[src/rtl/pipe_divmod.sv]
// Pipelined restoring divider: NW-bit dividend by DW-bit divisor, unsigned or truncating signed.
// An operation accepted at edge k raises out_valid after edge k+LAT; back-pressure freezes every stage.
module pipe_divmod #(
  parameter int unsigned NW     = 8,
  parameter int unsigned DW     = 4,
  parameter bit          SIGNED = 1'b0
) (
  input  logic          clk,
  input  logic          rst,
  input  logic          in_valid,
  output logic          in_ready,
  input  logic [NW-1:0] A,
  input  logic [DW-1:0] B,
  output logic          out_valid,
  input  logic          out_ready,
  output logic [NW-1:0] C,
  output logic [DW-1:0] R,
  output logic          dz,
  output logic          ovf
);

  localparam int unsigned LAT = NW + 2;
  localparam logic [NW-1:0] MinA = {1'b1, {(NW-1){1'b0}}};

  logic stall;

  // Stage 0 operand conditioning
  logic          sgn_a;
  logic          sgn_b;
  logic [NW-1:0] mag_a;
  logic [DW-1:0] mag_b;

  // Stage registers: index 0 is the input stage, 1..NW the iterations, NW+1 the sign fix-up
  logic          vld_q   [LAT];
  logic          dz_s_q  [LAT];
  logic          ovf_s_q [LAT];
  logic [DW-1:0] rem_q   [NW+1];
  logic [NW-1:0] quo_q   [NW+1];
  logic [DW-1:0] dvs_q   [NW];
  logic          negq_q  [NW+1];
  logic          negr_q  [NW+1];
  logic [DW-1:0] rem_d   [1:NW];
  logic [NW-1:0] quo_d   [1:NW];

  logic [NW-1:0] fix_c;
  logic [DW-1:0] fix_r;
  logic [NW-1:0] fc_q;
  logic [DW-1:0] fr_q;

  logic [NW-1:0] c_d, c_q;
  logic [DW-1:0] r_d, r_q;
  logic          dz_d, dz_q;
  logic          ovf_d, ovf_q;
  logic          out_vld_q;

  assign out_valid = out_vld_q;
  assign C         = c_q;
  assign R         = r_q;
  assign dz        = dz_q;
  assign ovf       = ovf_q;

  assign stall    = out_vld_q & ~out_ready;
  assign in_ready = ~stall;

  assign sgn_a = SIGNED && A[NW-1];
  assign sgn_b = SIGNED && B[DW-1];
  assign mag_a = sgn_a ? -A : A;
  assign mag_b = sgn_b ? -B : B;

  // Each stage shifts one dividend bit into a DW+1 bit trial remainder and resolves one
  // quotient bit, MSB first; the remainder is restored when the trial subtract would borrow.
  for (genvar i = 1; i <= NW; i++) begin : g_iter
    logic [DW:0] trial;
    logic        no_borrow;

    assign trial     = {rem_q[i-1], quo_q[i-1][NW-1]};
    assign no_borrow = trial >= {1'b0, dvs_q[i-1]};
    assign rem_d[i]  = no_borrow ? DW'(trial - {1'b0, dvs_q[i-1]}) : trial[DW-1:0];
    assign quo_d[i]  = {quo_q[i-1][NW-2:0], no_borrow};
  end

  always_comb begin
    fix_c = negq_q[NW] ? -quo_q[NW] : quo_q[NW];
    fix_r = negr_q[NW] ? -rem_q[NW] : rem_q[NW];
  end

  always_comb begin
    c_d   = fc_q;
    r_d   = fr_q;
    dz_d  = dz_s_q[NW+1];
    ovf_d = ovf_s_q[NW+1];
    if (dz_d) begin
      c_d   = '1;
      r_d   = '0;
      ovf_d = 1'b0;
    end else if (ovf_d) begin
      c_d = MinA;
      r_d = '0;
    end
  end

  // Control and architectural outputs: the only state that reset clears
  always_ff @(posedge clk) begin
    if (!rst) begin
      for (int unsigned i = 0; i < LAT; i++) begin
        vld_q[i] <= 1'b0;
      end
      out_vld_q <= 1'b0;
      c_q       <= '0;
      r_q       <= '0;
      dz_q      <= 1'b0;
      ovf_q     <= 1'b0;
    end else if (!stall) begin
      vld_q[0] <= in_valid;
      for (int unsigned i = 1; i < LAT; i++) begin
        vld_q[i] <= vld_q[i-1];
      end
      out_vld_q <= vld_q[LAT-1];
      c_q       <= c_d;
      r_q       <= r_d;
      dz_q      <= dz_d;
      ovf_q     <= ovf_d;
    end
  end

  // Datapath carries no reset; stale contents are masked by the cleared valid bits
  always_ff @(posedge clk) begin
    if (!stall) begin
      rem_q[0]   <= '0;
      quo_q[0]   <= mag_a;
      dvs_q[0]   <= mag_b;
      negq_q[0]  <= sgn_a ^ sgn_b;
      negr_q[0]  <= sgn_a;
      dz_s_q[0]  <= (B == '0);
      ovf_s_q[0] <= SIGNED && (A == MinA) && (B == '1);
      for (int unsigned i = 1; i <= NW; i++) begin
        rem_q[i]   <= rem_d[i];
        quo_q[i]   <= quo_d[i];
        negq_q[i]  <= negq_q[i-1];
        negr_q[i]  <= negr_q[i-1];
        dz_s_q[i]  <= dz_s_q[i-1];
        ovf_s_q[i] <= ovf_s_q[i-1];
      end
      for (int unsigned i = 1; i < NW; i++) begin
        dvs_q[i] <= dvs_q[i-1];
      end
      fc_q          <= fix_c;
      fr_q          <= fix_r;
      dz_s_q[NW+1]  <= dz_s_q[NW];
      ovf_s_q[NW+1] <= ovf_s_q[NW];
    end
  end

endmodule

[config.mk]
export PLATFORM = sky130hd
export DESIGN_NAME = pipe_divmod
export DESIGN_NICKNAME = d
export VERILOG_FILES = /design/src/rtl/pipe_divmod.sv
export SDC_FILE = /design/constraint.sdc
export NUM_CORES = 1
export LEC_CHECK = 0
export CAP_MARGIN = 20
export CELL_PAD_IN_SITES_DETAIL_PLACEMENT = 1
export CELL_PAD_IN_SITES_GLOBAL_PLACEMENT = 2
export CORE_ASPECT_RATIO = 1.1
export CORE_UTILIZATION = 42
export DETAILED_ROUTE_END_ITERATION = 10
export DONT_BUFFER_PORTS = 1
export PLACE_DENSITY_LB_ADDON = 0.1
export SLEW_MARGIN = 20
export SYNTH_ARGS = -nofsm -noshare
export SYNTH_HDL_FRONTEND = slang
export SYNTH_SLANG_ARGS = --single-unit
[constraint.sdc]
create_clock -name clk -period 3.3 [get_ports clk]
set_clock_uncertainty 0.1 [all_clocks]
set_input_delay 0.33 -clock clk [delete_from_list [all_inputs] [get_ports clk]]
set_output_delay 0.33 -clock clk [all_outputs]
set_load 0.03 [all_outputs]
# == Word-level counts from Yosys, hierarchy flattened ==
# Memory sizes are Yosys's and may differ from the RTL's. A register that Yosys moved wholly into a read port is not among the register bits.
# Index checks and enable logic that the tools add are counted.
# op_classes
mux,29
mul,0
bitwise,13
eq_ne,0
order_cmp,8
shift,0
n_reduce_logical,3
div,0
n_addsub,10
# op_table
operator,count
$mux 4,11
$ge 5x4->1,8
$sub 4x4->4,8
$mux 8,3
$mux 1,15
$or 1x1->1,10
$neg 8->8,1
$logic_not 4->1,1
$neg 4->4,1
$logic_not 1->1,2
$not 1->1,2
$and 1x1->1,1
# word_totals
ramBits,188
output_inout_bits,16
n_memories,8
mem_bits_ro,0
elab_cells,77
latch_bits,0
ff_bits,26
# memory_table
name,depth,width,read_ports,rd_clocked_by_memory_dff,write_ports,line_no,rtl
quo_q,9,8,9,0,9,38,logic [NW-1:0] quo_q [NW+1];
rem_q,9,4,9,0,9,37,logic [DW-1:0] rem_q [NW+1];
dvs_q,8,4,8,0,8,39,logic [DW-1:0] dvs_q [NW];
dz_s_q,10,1,10,0,10,35,logic dz_s_q [LAT];
ovf_s_q,10,1,10,0,10,36,logic ovf_s_q [LAT];
vld_q,10,1,10,1,10,34,logic vld_q [LAT];
2 more memories,-,-,-,-,-,-,

# == Logic depth before layout (Yosys ltp) ==
# Gate-level depths: netlist of the first run.
# depth
word_depth,6
mapped_depth,6
depth_no_buf,6

# == Worst setup path before layout of the first run ==
# Ideal clock, no wire load.
# synth_timing
kind,reg2reg
start,reg out_vld_q (netlist: out_valid) (read register of vld_q)
end,mem vld_q[9] (data pin)
path_slack_ns,-0.105
synth_period_minus_slack_ns,3.405
t_arrival_ns,3.159
required_ns,3.053
stages_incl_launch_ff,5
setup_ns,0.147
path_buffers,1
path_cell_list,dfxtp_1 -> nor2b_4 -> inv_2 -> buf_2 -> and3_1
# synth_lines
item,line_no,rtl
"start, declared",54,logic out_vld_q;
"end, declared",34,

# == Worst setup path in the final report of the first run ==
# layout_timing
start,reg out_vld_q (netlist: out_valid) (read register of vld_q)
end,out in_ready
# layout_via
elab_chain_len,2
# layout_rtl
item,line_no,rtl
$and 1x1->1,62,assign stall = out_vld_q & ~out_ready;
$not 1->1,63,assign in_ready = ~stall;
"end, declared",11,"output logic in_ready,"
# Every way passes these cells.

==> impl_metrics.env, run 1 <==
export IMPL_synth_fp_nets=535
export IMPL_worst_endpoint_required_ps=2870
export IMPL_p_leak_nw=3.37
export IMPL_hpwl_mm=7.36
export IMPL_post_cts_resized=0
export IMPL_finalWorstSetupSlack_ps=837
export IMPL_vias=3714
export IMPL_antenna_found_initial=0
export IMPL_cts_buffer_depth=2
export IMPL_final_cell_mix="edfxtp_1 (168), inv_1 (46), ha_1 (30)"
export IMPL_viasPerCell=4.89
export IMPL_die_h_um=142
export IMPL_layout_min_cycle_time_ps=2460
export IMPL_grt_pass1_wl_mm=18.7
export IMPL_gp_congestion=0.724
export IMPL_p_sw_w=0.00166
export IMPL_clock_fmax_ghz=0.406
export IMPL_syn_area_um2=7520
export IMPL_worstHoldPathType="in2reg"
export IMPL_synth_seq_cells=193
export IMPL_coreArea_um2=17300
export IMPL_p_comb_share_pct=16.5
export IMPL_cts_tree="done"
export IMPL_crit_chain="nor2b_4 -> clkinv_4 -> buf_12"
export IMPL_critPathTopFamily="buffers and inverters"
export IMPL_critPathKind="reg2out"
export IMPL_dieArea_um2=18500
export IMPL_cts_buffers=17
export IMPL_wl_per_cell_um=14.9
export IMPL_overflow=0
export IMPL_utilization_pct=49.5
export IMPL_ys_types=33
export IMPL_cts_setup_buffers=0
export IMPL_final_max_slew_viol_count=0
export IMPL_power_total_w=0.00646
export IMPL_path_max_fanout=65
export IMPL_start_kind="flip-flop"
export IMPL_rows=50
export IMPL_root_buffer="clkbuf_16"
export IMPL_yosysTopAreaCell="edfxtp_1"
export IMPL_tightest_slew_ps=744
export IMPL_cap_violations=0
export IMPL_drc=0
export IMPL_place_ws_ps=1200
export IMPL_syn_inst=482
export IMPL_finalCritPeriodShare_pct=74.6
export IMPL_fin_nets=566
export IMPL_ys_top_cells_by_area="edfxtp_1 (67%), dfxtp_1 (6.7%), ha_1 (5.0%)"
export IMPL_drtPass1Iterations=4
export IMPL_wirelength_mm=11.3
export IMPL_switching_share_pct=25.8
export IMPL_critPathArrivalTime_ps=2030
export IMPL_power_internal_w=0.00480
export IMPL_synth_top_cell_area_share_pct=67.1
export IMPL_grt_max_degree=66
export IMPL_setup_viol=0
export IMPL_ant_nets=0
export IMPL_ios=32
export IMPL_grt_usage_pct=13.6
export IMPL_h_tree_depth=4
export IMPL_hold_viol=0
export IMPL_slew_headroom_pct=50.2
export IMPL_cts_sink_count=193
export IMPL_grt_pass1_vias=3842
export IMPL_portBuffers=0
export IMPL_cp_num_buf_inv=2
export IMPL_area_growth_pct=13.6
export IMPL_clock_latency_ps=420
export IMPL_clkTransAtPathRegs_ps=70
export IMPL_drt_iter0_markers=267
export IMPL_endpoint_kind="primary output"
export IMPL_clkPwrFrac_pct=30.7
export IMPL_peakVddDrop_mv=0.392
export IMPL_status="finished, final reports clean"
export IMPL_synth_area_per_cell_um2=15.6
export IMPL_seqPwrFrac_pct=52.7
export IMPL_slowest_delay_ps=510
export IMPL_fin_setup_tns_ps=0
export IMPL_yosysSeqAreaShare_pct=73.7
export IMPL_diodes=0
export IMPL_slowest_stage="dfxtp_1"
export IMPL_layout_cells_most_common="edfxtp_1"
export IMPL_die_w_um=130
export IMPL_synth_warnings=0
export IMPL_drive_gt1_share_pct=10.8
export IMPL_rsz0062_at_grt="false"
export IMPL_initial_core_util_pct=43.6
export IMPL_pwr_density_cell_nw_per_um2=756
-- metal layers --
layer / GRT usage, % / part of all wire (%)
met1: 16.0 / 43
met2: 22.8 / 51
met3: 4.51 / 4.5
met4: 5.51 / 1.6
met5: 0 / 0
-- registers in the layout, indices dropped and copies added, names as in the netlist --
| signal | count |
|---|---|
| ovf | 1 |
| dz_s_q | 10 |
| R | 4 |
| quo_q | 72 |
| vld_q | 10 |
| fr_q | 4 |
| rem_q | 32 |
| dvs_q | 32 |
| C | 8 |
| out_valid | 1 |
| fc_q | 8 |
| ovf_s_q | 10 |
| dz | 1 |
-- repair_timing --
item,4_1_cts,5_1_grt
hold buffers,14,1
hold endpoints to repair,38,1
setup endpoints to repair,0,0
-- worst reg2reg max path, delay by kind of cell, from the launching register on --
kind,cells,cell delay (ps)
buffers and inverters,2,910
DFF,1,510
and+or+nand+nor,1,250
-- synth_stat cells --
master	count
dfxtp_1	25
nor4_1	1
a22oi_1	4
nor2_1	29
buf_6	2
buf_2	3
or3_1	1
inv_2	2
mux2_4	7
and3_1	2
a21oi_1	23
nand4_1	7
clkbuf_1	2
o21ai_1	7
edfxtp_1	168
nor3_1	15
a21oi_2	7
ha_1	30
o21a_1	2
nor3_2	1
a21boi_0	10
nor2b_4	1
nand2b_1	7
and2_1	2
xnor2_1	7
o21ai_0	8
inv_1	46
nor2b_1	5
nand2_1	29
mux2i_1	14
a21boi_1	1
nor2_4	7
fa_1	7
-- path summary, 6_finish.rpt --
check / start / to / slack (ps) / cells past startpoint
hold / removal: out_ready / vld_q[0] / 220 / 4
setup / recovery: out_valid / in_ready / 840 / 3
hold reg to reg: rem_q[0][34] / fr_q[2] / 320 / 0
setup reg to reg: out_valid / dvs_q[0][14] / 1190 / 3
-- layout make-up --
type | count | area [um^2]
Fill cell | 1708 | 8720
Sequential cell | 193 | 5550
Multi-Input combinational cell | 234 | 1750
Clock buffer | 19 | 433
Tap cell | 234 | 293
Timing Repair Buffer | 19 | 205
Inverter | 48 | 185
Clock inverter | 13 | 134
-- through the flow --
step | cells | hold WS, ps | instance area (um^2)
after floorplan | 482 | 300 | 7530
after global placement | 713 | 300 | 7830
after detailed placement | 713 | 306 | 7830
after CTS | 759 | 5.61 | 8540
after global routing | 760 | 220 | 8550
final | 760 | 221 | 8550
-- power groups by stage --
stage	Combinational (W)	Sequential, W	Clock [W]
2_1_floorplan	0.000875	0.00339	0
3_3_place_gp	0.00101	0.00345	0
3_5_place_dp	0.00106	0.00347	0
4_1_cts	0.00109	0.00342	0.00206
5_1_grt	0.00121	0.00346	0.00215
6_report	0.00107	0.00341	0.00198
-- cell families after synthesis --
logic type / after synthesis / synth area share (%)
buffers and inverters: 55 / 2.99
adders and majority gates: 37 / 6.85
muxes: 21 / 3.26
and+or+nand+nor: 107 / 7.33
DFF: 193 / 73.7
xor gates and xnor gates: 7 / 0.815
AOI/OAI and AO/OA: 62 / 5.04
Note: power is estimated with default switching activity, not from simulation.
==> run 2: changes to the inputs <==
--- a/config.mk
+++ b/config.mk
@@ -9,7 +9,7 @@
 export CELL_PAD_IN_SITES_DETAIL_PLACEMENT = 1
 export CELL_PAD_IN_SITES_GLOBAL_PLACEMENT = 2
 export CORE_ASPECT_RATIO = 1.1
-export CORE_UTILIZATION = 42
+export CORE_UTILIZATION = 47
 export DETAILED_ROUTE_END_ITERATION = 10
 export DONT_BUFFER_PORTS = 1
 export PLACE_DENSITY_LB_ADDON = 0.1
==> constraint.sdc (replaced) <==
create_clock -name clk -period 2.35 [get_ports clk]
set_clock_uncertainty 0.1 [all_clocks]
set_input_delay 0.235 -clock clk [delete_from_list [all_inputs] [get_ports clk]]
set_output_delay 0.235 -clock clk [all_outputs]
set_load 0.03 [all_outputs]
==> run 2 against run 1 <==
Net effect:
- clock-buffer cell count rose by 5
- setup slack got worse by 540 ps
- worst hold slack lost 87 ps
- critical endpoint unchanged
==> impl_metrics.env, run 2 (synthesized netlist as in run 1, its figures left out) <==
export IMPL_wl_per_cell_um=16.1
export IMPL_drc=0
export IMPL_diodes=0
export IMPL_clkTransAtPathRegs_ps=70
export IMPL_finalWorstSetupSlack_ps=296
export IMPL_area_growth_pct=13.3
export IMPL_clock_latency_ps=430
export IMPL_top_register="quo_q"
export IMPL_cts_buffer_depth=2
export IMPL_hold_viol=0
export IMPL_status="finished, final reports clean"
export IMPL_overflow=0
export IMPL_cts_setup_buffers=0
export IMPL_grt_max_degree=59
export IMPL_slew_headroom_pct=48.5
export IMPL_layout_cells_non_filler=728
export IMPL_drtPass1Iterations=4
export IMPL_cts_buffers=17
export IMPL_rows=48
export IMPL_setup_viol=0
export IMPL_root_buffer="clkbuf_16"
export IMPL_dpl_cell_count=682
export IMPL_clock_fmax_ghz=0.487
export IMPL_hpwl_mm=7.87
export IMPL_start_kind="flip-flop"
export IMPL_grt_pass1_vias=3943
export IMPL_p_leak_nw=3.39
export IMPL_die_w_um=123
export IMPL_endpoint_kind="primary output"
export IMPL_fin_setup_tns_ps=0
export IMPL_ff2ff_setup_slack_ps=450
export IMPL_initial_core_util_pct=48.0
export IMPL_cap_violations=0
export IMPL_hold_buffers=14
export IMPL_grt_pass1_wl_mm=19.2
export IMPL_peakVddDrop_mv=0.485
export IMPL_antenna_found_initial=0
export IMPL_cts_sink_count=193
export IMPL_layout_min_cycle_time_ps=2050
export IMPL_portBuffers=0
export IMPL_finalCritPeriodShare_pct=87.4
export IMPL_h_tree_depth=4
export IMPL_post_cts_resized=0
export IMPL_reg_top3="quo_q x72, dvs_q x32, rem_q x32"
export IMPL_ant_nets=0
export IMPL_drt_iter0_markers=192
export IMPL_critPathKind="reg2out"
export IMPL_place_ws_ps=468
export IMPL_tightest_slew_ps=769
export IMPL_layout_cells_most_common="edfxtp_1"
export IMPL_cts_tree="done"
export IMPL_critPathArrivalTime_ps=1720
export IMPL_rsz0062_at_grt="false"
export IMPL_fin_nets=568
export IMPL_utilization_pct=54.4
export IMPL_worstHoldPathType="in2reg"
export IMPL_viasPerCell=5.11
export IMPL_worst_endpoint_required_ps=2020
export IMPL_wirelength_mm=11.7
export IMPL_largest_register_ffs=72
export IMPL_grt_usage_pct=15.7
export IMPL_pwr_density_cell_nw_per_um2=1060
export IMPL_gp_congestion=0.788
export IMPL_coreArea_um2=15700
export IMPL_die_h_um=135
export IMPL_nFillCells=1466
export IMPL_dieArea_um2=16500
export IMPL_ios=32
export IMPL_final_cell_mix="edfxtp_1 (168), inv_1 (46), ha_1 (30)"
export IMPL_final_max_slew_viol_count=0
export IMPL_path_max_fanout=58
export IMPL_vias=3717
export IMPL_drive_gt1_share_pct=11.4
[run 2: changes by cell type in the layout (fill, tap and decap cells not counted)]
cell / change
clkbuf_16: +2
clkbuf_1: +2
clkinvlp_4: -1
inv_4: +1
dlygate4sd3_1: -1
clkinv_1: -2
clkbuf_4: +1
buf_4: +1
bufinv_16: -2
clkinv_2: +1
buf_12: +2
clkinv_4: -2
[run 2: cell type report]
class	instances	area, um^2	area share [%]
Tap cell	200	250	2.93
Timing Repair Buffer	21	243	2.85
Clock inverter	8	52.6	0.616
Clock buffer	24	498	5.84
Sequential cell	193	5550	65.0
Multi-Input combinational cell	234	1750	20.6
Inverter	48	185	2.17
[run 2: layer usage]
| layer | global-route usage, % | share of wire (%) |
|---|---|---|
| met4 | 7.05 | 1.8 |
| met2 | 27.8 | 53 |
| met5 | 0 | 0 |
| met1 | 17.5 | 42 |
| met3 | 4.48 | 3.0 |
[run 2: path summary, 6_finish.rpt]
check,from,end,cells after the start
hold reg to reg,dz_s_q[8],dz_s_q[9],0
setup reg to reg,rem_q[0][5],rem_q[0][10],5
setup / recovery,out_valid,in_ready,3
hold / removal,out_ready,vld_q[1],4
[run 2: where the power goes]
part	total [W]	switching (W)	internal, W
clock network	0.00269	0.00119	0.00150
registers	0.00479	0.000327	0.00446
logic	0.00153	0.000815	0.000712
total	0.00900	0.00234	0.00667
[run 2: worst max-delay path, cell delays in order (launching register included)]
cell and delay (ps):
dfxtp_1 410, nor2b_4 190, inv_6 390, buf_12 260
[run 2: per-stage QoR]
step | power, W | hold slack (ps) | instance area, um^2
final | 0.00900 | 134 | 8530
after global routing | 0.00947 | 145 | 8530
after global placement | 0.00624 | 234 | 7840
after detailed placement | 0.00638 | 234 | 7840
after floorplan | 0.00599 | 234 | 7530
after CTS | 0.00913 | 119 | 8530
==> run 3: changes to the inputs <==
--- a/config.mk
+++ b/config.mk
@@ -9,7 +9,8 @@
 export CELL_PAD_IN_SITES_DETAIL_PLACEMENT = 1
 export CELL_PAD_IN_SITES_GLOBAL_PLACEMENT = 2
 export CORE_ASPECT_RATIO = 1.1
-export CORE_UTILIZATION = 47
+export CORE_UTILIZATION = 49
+export CTS_BUF_LIST = sky130_fd_sc_hd__clkbuf_4
 export DETAILED_ROUTE_END_ITERATION = 10
 export DONT_BUFFER_PORTS = 1
 export PLACE_DENSITY_LB_ADDON = 0.1
==> run 3 against run 2 <==
Net effect:
- total power shrank 11%
- clock-buffer cell count shrank 2
- global-route usage grew 0.10 points
- routed wire length shrank 3.0%
- via count grew 0.30%
- critical endpoint unchanged
- largest cell class unchanged
==> impl_metrics.env, run 3 (synthesized netlist as in run 1, its figures left out) <==
export IMPL_cap_violations=0
export IMPL_dpl_cell_count=679
export IMPL_overflow=0
export IMPL_grt_pass1_wl_mm=19.1
export IMPL_fin_nets=571
export IMPL_wirelength_mm=11.4
export IMPL_setup_viol=0
export IMPL_cts_buffers=17
export IMPL_regArea_um2=5550
export IMPL_fin_setup_tns_ps=0
export IMPL_dieArea_um2=15900
export IMPL_portBuffers=0
export IMPL_final_max_slew_viol_count=0
export IMPL_antenna_found_initial=0
export IMPL_rsz0062_at_grt="false"
export IMPL_root_buffer="clkbuf_4"
export IMPL_ios=32
export IMPL_final_cell_mix="edfxtp_1 (168), inv_1 (46), ha_1 (30)"
export IMPL_multi_input_area_um2=1750
export IMPL_gp_congestion=0.781
export IMPL_hpwl_mm=7.75
export IMPL_critPathKind="reg2out"
export IMPL_status="finished, final reports clean"
export IMPL_vias=3728
export IMPL_reg_top3="quo_q x72, dvs_q x32, rem_q x32"
export IMPL_nFillCells=1455
export IMPL_pwr_density_cell_nw_per_um2=967
export IMPL_ff2ff_setup_slack_ps=440
export IMPL_cts_tree="done"
export IMPL_initial_core_util_pct=50.0
export IMPL_critPathArrivalTime_ps=1810
export IMPL_grt_usage_pct=15.8
export IMPL_layout_cells_non_filler=727
export IMPL_drtPass1Iterations=4
export IMPL_drive_gt1_share_pct=11.7
export IMPL_grt_pass1_vias=4082
export IMPL_largest_register_ffs=72
export IMPL_tightest_slew_ps=773
export IMPL_grt_max_degree=54
export IMPL_diodes=0
export IMPL_drc=0
export IMPL_drt_iter0_markers=183
export IMPL_clock_latency_ps=560
export IMPL_die_w_um=120
export IMPL_viasPerCell=5.13
export IMPL_worst_endpoint_required_ps=2020
export IMPL_endpoint_kind="primary output"
export IMPL_cts_buffer_depth=2
export IMPL_slew_headroom_pct=48.3
export IMPL_rows=47
export IMPL_layout_min_cycle_time_ps=2140
export IMPL_hold_viol=0
export IMPL_clock_fmax_ghz=0.467
export IMPL_wl_per_cell_um=15.6
export IMPL_cts_sink_count=193
export IMPL_area_growth_pct=9.98
export IMPL_ant_nets=0
export IMPL_top_register="quo_q"
export IMPL_clkTransAtPathRegs_ps=150
export IMPL_h_tree_depth=4
export IMPL_die_h_um=132
export IMPL_finalCritPeriodShare_pct=91.1
export IMPL_path_max_fanout=53
export IMPL_worstHoldPathType="in2reg"
export IMPL_peakVddDrop_mv=0.445
export IMPL_p_leak_nw=3.28
export IMPL_layout_cells_most_common="edfxtp_1"
export IMPL_coreArea_um2=15100
export IMPL_start_kind="flip-flop"
[run 3: worst max-delay path: stages (launching register included)]
cell	delay (ps)
dfxtp_1	540
nor2b_4	280
inv_8	160
buf_12	220
[run 3: report_power, final]
group	switching (W)	leakage (nW)	total, W	internal, W
sequential	0.000317	2.03	0.00476	0.00445
clock	0.00102	0.156	0.00171	0.000689
combinational	0.000815	1.10	0.00152	0.000710
total	0.00215	3.28	0.00800	0.00585
[run 3: cell type report]
cell class | instances | area share [%]
Multi-Input combinational cell | 234 | 21.2
Timing Repair Buffer | 24 | 3.27
Tap cell | 196 | 2.96
Inverter | 48 | 2.27
Clock buffer | 22 | 2.00
Sequential cell | 193 | 67.0
Clock inverter | 10 | 1.30
[run 3: worst paths after layout]
kind / start / end / cells after the start
worst max register to register: out_valid / out_valid / 4
worst min register to register: quo_q[0][49] / quo_q[0][58] / 0
worst min-delay path: A[2] / quo_q[0][2] / 1
worst max-delay path: out_valid / in_ready / 3
[run 3: what timing repair did]
| item | CTS | global route |
|---|---|---|
| setup buffers | 0 | 0 |
| hold buffers | 16 | 0 |
| endpoints found under the hold margin | 40 | 0 |
| endpoints found under the setup margin | 0 | 1 |
| resized for setup | 0 | 1 |
[run 3: through the flow]
step                instance area (um^2)  util, %  hold WS (ps)  power [W]  worst slack (ps)
CTS                                 8270     54.9           125    0.00812              71.1
global placement                    7840     52.1           234    0.00623               496
finish                              8270     55.0           202    0.00800               210
detailed placement                  7840     52.1           234    0.00635               460
floorplan                           7530        -           234    0.00599               261
global route                        8270     55.0           133    0.00844              63.8
[run 3: layer usage]
metal	routed length (um)	vias up	track usage, %
met5	0	-	0
met2	6060	60	28.2
li1	-	1810	-
met3	409	18	4.89
met4	208	0	6.88
met1	4680	1840	17.2
